[src/rtl/tbird_switch_conditioner.sv]
// tbird_switch_conditioner: sync+debounce left/right/hazard/brake (clock,reset,*_raw) into 3-bit switch code with switch_changed strobe and hazard_on; TBIRD_HAZARD_LATCH_EN makes hazard a press-toggle latch
module tbird_switch_conditioner #(
  parameter int DB_CYCLES = 4,
  parameter int DB_W = 8
) (
  input  logic       clock,
  input  logic       reset,
  input  logic       left_raw,
  input  logic       right_raw,
  input  logic       hazard_raw,
  input  logic       brake_raw,
  output logic [2:0] switch,
  output logic       switch_changed,
  output logic       hazard_on
);
  logic [3:0] raw, s1, s2, stable;
  logic [DB_W-1:0] cnt [4];
  logic haz;
  logic [2:0] next_code;
  assign raw = {brake_raw, hazard_raw, left_raw, right_raw};
  always_ff @(posedge clock or posedge reset) begin
    if (reset) begin
      s1 <= '0;
      s2 <= '0;
      stable <= '0;
      for (int i = 0; i < 4; i++) cnt[i] <= '0;
    end else begin
      s1 <= raw;
      s2 <= s1;
      for (int i = 0; i < 4; i++)
        if (s2[i] == stable[i]) cnt[i] <= '0;
        else if (cnt[i] == DB_W'(DB_CYCLES - 1)) begin
          stable[i] <= s2[i];
          cnt[i] <= '0;
        end else cnt[i] <= cnt[i] + 1'b1;
    end
  end
`ifdef TBIRD_HAZARD_LATCH_EN
  logic haz_prev;
  always_ff @(posedge clock or posedge reset) begin
    if (reset) begin
      haz_prev <= 1'b0;
      hazard_on <= 1'b0;
    end else begin
      haz_prev <= stable[2];
      if (stable[2] & ~haz_prev) hazard_on <= ~hazard_on;
    end
  end
  assign haz = hazard_on;
`else
  always_ff @(posedge clock or posedge reset) begin
    if (reset) hazard_on <= 1'b0;
    else hazard_on <= stable[2];
  end
  assign haz = stable[2];
`endif
  assign next_code = {stable[3], haz ? 2'b11 : {stable[1] & ~stable[0], stable[0] & ~stable[1]}};
  always_ff @(posedge clock or posedge reset) begin
    if (reset) begin
      switch <= 3'b000;
      switch_changed <= 1'b0;
    end else begin
      switch <= next_code;
      switch_changed <= next_code != switch;
    end
  end
endmodule

[config.mk]
export PLATFORM = sky130hd
export DESIGN_NAME = tbird_switch_conditioner
export DESIGN_NICKNAME = d
export VERILOG_FILES = /design/src/rtl/tbird_switch_conditioner.sv
export SDC_FILE = /design/constraint.sdc
export NUM_CORES = 1
export LEC_CHECK = 0
export ABC_AREA = 1
export BUFFER_PORTS_ARGS = -buffer_cell sky130_fd_sc_hd__buf_2
export CORE_MARGIN = 2
export CORE_UTILIZATION = 54
export CTS_CLUSTER_DIAMETER = 150
export CTS_CLUSTER_SIZE = 10
export DETAILED_ROUTE_END_ITERATION = 16
export PLACE_DENSITY = 0.85
export SYNTH_ARGS = -nofsm -noshare
export SYNTH_HDL_FRONTEND = slang
export SYNTH_SLANG_ARGS = --single-unit
[constraint.sdc]
create_clock -name clock -period 1.19 [get_ports clock]
set_input_delay 0.119 -clock clock [delete_from_list [all_inputs] [get_ports clock]]
set_output_delay 0.119 -clock clock [all_outputs]
set_load 0.005 [all_outputs]
# Yosys cells after proc, flatten, opt, wreduce, memory -nomap -nowiden
# Cells that the tools add are included.
# word_totals
ff_bits	49
in_bits	6
out_inout_bits	5
elab_cells	47
# classes
addsub	4
n_eq_ne	9
n_mux	9
bitwise_logic	8
n_reduce_logical	4
# ops
op	count
$mux W8	8
$add A8 B1 Y8 const B	4
$eq A8 B2 Y1 const B	4
$reduce_and A2 Y1	4
$not A1 Y1	6
$eq A1 B1 Y1	4
$ne A3 B3 Y1	1
$and A1 B1 Y1	2
$mux W2	1

# Logic depth before layout (Yosys ltp)
# logic_depth
word_depth	4
mapped_depth	7
ltp_nobuf	7

# Worst setup path before layout
# OpenSTA, ideal clock, no wires.
# synth_path
path_type	reg2reg
startpoint	register cnt[16] in the netlist's numbering
endpoint	register cnt[22] in the netlist's numbering
setup_ns	0.120
t_arrival_ns	1.008
required_ns	1.070
slack_ns	0.062
path_stages_with_launch	6
n_path_buf	0
period_less_slack_ns	1.128
path_cell_list	dfrtp_1 -> ha_1 -> nor3b_1 -> nand2_1 -> nand2_1 -> nor2_1
# synth_between
elab_chain_len	3
elab_cells_between_ends	4
cone_classes	add/sub (1); eq/ne (1); mux (2)
# synth_lines
item	line_no	rtl
start: declaration	17	logic [DB_W-1:0] cnt [4];
start signal: indexed assignment	35	end else cnt[i] <= cnt[i] + 1'b1;
$add A8 B1 Y8 or $eq A8 B2 Y1 (tied branches)	35, 32	
$mux W8 *	32	else if (cnt[i] == DB_W'(DB_CYCLES - 1)) begin
$mux W8 *	31	if (s2[i] == stable[i]) cnt[i] <= '0;
# Mark *: on every way between the ends. The rest lies on a longest branch, timed or not.
# A chain may end at the register's enable or synchronous reset.

# Final worst setup path
# layout_path
startpoint	register cnt[0] in the netlist's numbering
endpoint	register cnt[0] in the netlist's numbering
# Same word-level chain as after synthesis.

==> results.tsv <==
metric	value	unit
final cycle utilization of the critical path	97.03	%
number of synthesized register bits	49	
clock latency on the worst-skew pair	0.30	ns
total of max-cap violations	0	
number of iterations in the first detailed-routing pass	4	
average via count per standard cell	4.964	
share of flip-flops with an asynchronous set or reset after synthesis	100.0	%
std cell rows	23	
CTS clk-pin slew, worst paths	0.09	ns
DRC viols	0	
diode insertion count for antenna repair	0	
final global-route overflow total	0	
number of DRC markers in iteration 0	101	
number of enable flip-flop cells after synthesis	0	
most common library cells after synthesis	sky130_fd_sc_hd__nand2_1 (76), sky130_fd_sc_hd__nor2_1 (57), sky130_fd_sc_hd__dfrtp_1 (49), sky130_fd_sc_hd__inv_1 (36), sky130_fd_sc_hd__nand3_1 (21)	
average detailed-routed wire length per instance	11.21	um
fraction of layout cells with a size suffix above 1	17.48	%
shortest period the worst path allows	1.155	ns
maximum buffer depth of the clock tree	2	
cell total after placement	339	
DP HPWL	2690	um
I/O pin cnt	11	
final-report max-slew violation count	0	
final-layout setup total negative slack	0	ns
Sw Ratio	34.90	%
number of vias after detailed routing	1782	
wire length reported by the detailed router	4025	um
most frequent CP cell	sky130_fd_sc_hd__nand2_1	
number of standard cells in the final layout excluding fillers	359	
WS Path Type	reg2reg	
final setup violating endpoints	0	
Cell Int Power	3.036	mW
category of the worst setup path launch point	flip-flop	
synthesized cell area	2285	um^2
total routing usage reported by global routing	18.06	%
WP data arrival	1.35	ns
number of unique standard cell types used by synthesis	15	
Critical Path Sink Type	flip-flop	
cell count after synthesis	276	
sequential area share after synthesis	53.67	%
port buffer count	10	
worst-path cell with the longest stage delay	sky130_fd_sc_hd__dfrtp_1	
effective utilization at floorplan	56.71	%
Worst Slack Setup Final	0.03534	ns
remaining max-slew budget at the tightest pin	79.88	%
CTS root buffer	sky130_fd_sc_hd__clkbuf_8	
antenna violations before repair	0	
Mapped Avg Cell Area	8.278	um^2
ranking of synthesized cells by area	sky130_fd_sc_hd__dfrtp_1 (54%), sky130_fd_sc_hd__nand2_1 (12%), sky130_fd_sc_hd__nor2_1 (9.4%), sky130_fd_sc_hd__inv_1 (5.9%), sky130_fd_sc_hd__nand3_1 (4.6%)	
combinational cell fraction of total power	29.2	%
Fmax	0.8661	GHz
total number of H-tree levels	2	
kind of path behind the tightest hold check	reg2reg	
CTS Buf Count	5	
number of hold violations in the final report	0	
biggest area consumer among synthesized cells	sky130_fd_sc_hd__dfrtp_1	
maximum fanout count along the critical path	5	
cell leakage power	1.281	nW
VDD IR-drop max	1.328	mV
cell with the most instances after synthesis	sky130_fd_sc_hd__nand2_1	
clock net sink count	49	
Pwr Total	4.663	mW
ordered cell list for the critical path	ha_2 > nand2_1 > nor2_2 > nand2_1 > nand2_2 > nor2_1	
worst slack after detailed placement	0.01206	ns
Mapped Nets	290	
switching power	1.627	mW
sequential share of power	49.2	%
number of nets still failing antenna checks after routing	0	
area of the core region	4029	um^2
biggest cell delay along the critical path	0.42	ns
largest net degree at the start of global routing	50	
clock tree from TritonCTS	done	
yosys synthesis warning count	0	
outcome	finished clean	
unrepaired setup endpoints after global routing	true	
global-route wire length before repair	7024	um
Layout Nets	322	
clock network power share	21.7	%
worst path required time	1.38	ns
measured slew at the worst slew-check pin	0.3007	ns
die area	4767	um^2
Routability Congestion	0.8708	
die width	69.05	um
Clock Skews	0.007176	ns
total power density per cell area	1717	nW/um^2
vias in the first global route	1731	
share of Yosys cell area claimed by the top area cell type	53.67	%
post-synthesis to final-layout area growth	18.89	%
Vert. Die Dim	69.05	um
most used flip-flop cell after synthesis	sky130_fd_sc_hd__dfrtp_1	
[area by class of cell]
type / count / area (um^2)
clock buffer: 6 / 82.58
inverter: 36 / 138.9
fill: 313 / 1313
timing repair buffer: 25 / 191.4
sequential: 49 / 1229
clock inverter: 2 / 13.76
tap: 50 / 62.56
multi-input combinational: 191 / 998.5
[stage by stage]
| step | util, % | hold slack [ns] | cell area [um^2] |
|---|---|---|---|
| 6_report | 67.42 | 0.3483 | 2716 |
| 3_3_place_gp | 60.47 | 0.1957 | 2436 |
| 3_5_place_dp | 60.47 | 0.2019 | 2436 |
| 5_1_grt | 67.42 | 0.3556 | 2716 |
| 2_1_floorplan | - | 0.1504 | 2288 |
| 4_1_cts | 64.47 | 0.3474 | 2597 |
[cells by family (layout without fill, tap and decap cells)]
logic type      Yosys count  after routing  synth area share, %
buf+inv                  36             69                5.915
simple gates            157            157                27.33
xor+xnor                 17             17                6.517
flops                    49             49                53.67
fa+ha+maj                 8              8                4.381
compound gates            9              9                2.191
[cells in the final DEF (no fill, tap or decap), drive strengths merged]
cell type and n:
nand3 21, inv 35, nand2 76, a21oi 3, xnor2 5, clkinvlp 1
buf 20, o211ai 1, and2 2, dlygate4sd3 5, xor2 12, nor3b 1
clkbuf 6, o21bai 1, o21ai 4, dfrtp 49, nor2 57, ha 8
clkinv 2
[critical path, delay by kind of cell, from the launching register on]
family / cells / cell delay (ns)
flip-flops: 1 / 0.42
adder cells (fa/ha/maj): 1 / 0.21
AND/OR/NAND/NOR: 5 / 0.41
[final timing paths]
kind | startpoint | end | slack (ns) | depth (start not counted)
min in group asynchronous | reset | switch[2] | 0.43 | 4
min reg2reg | s1[0] | s2[0] | 0.35 | 0
max reg2reg | cnt[0] | cnt[0] | 0.04 | 6
max in group asynchronous | reset | cnt[8] | 0.54 | 4
max | cnt[0] | cnt[0] | 0.04 | 6
min | s1[0] | s2[0] | 0.35 | 0
[power groups by stage]
stage | Combinational, mW | Sequential, mW | Clock (mW)
after global placement | 1.07 | 2.29 | 0
after CTS | 1.19 | 2.27 | 1.04
after global routing | 1.57 | 2.34 | 1.11
final | 1.36 | 2.29 | 1.01
after detailed placement | 1.13 | 2.31 | 0
after floorplan | 0.791 | 2.26 | 0
[registers in the layout, indices dropped and copies added, names as in the netlist]
name            count
switch_changed      1
switch              3
s1                  4
stable              4
s2                  4
hazard_on           1
cnt                32
[per-layer routing]
metal,vias to the layer above,global-route usage (%),part of all wire (%)
met5,-,0,0
met4,0,8.497,2.0
met3,8,3.216,3.4
met2,30,31.62,51
met1,845,21.44,44
li1,899,-,-
[repair_timing]
item                                    4_1_cts  5_1_grt
gates resized for setup                       2       27
setup buffers                                 1        6
hold endpoints to repair                     53        0
endpoints found under the setup margin        4       19
pin swaps                                     0        8
hold buffers                                  5        0
Note: power is estimated with default switching activity, not from simulation.
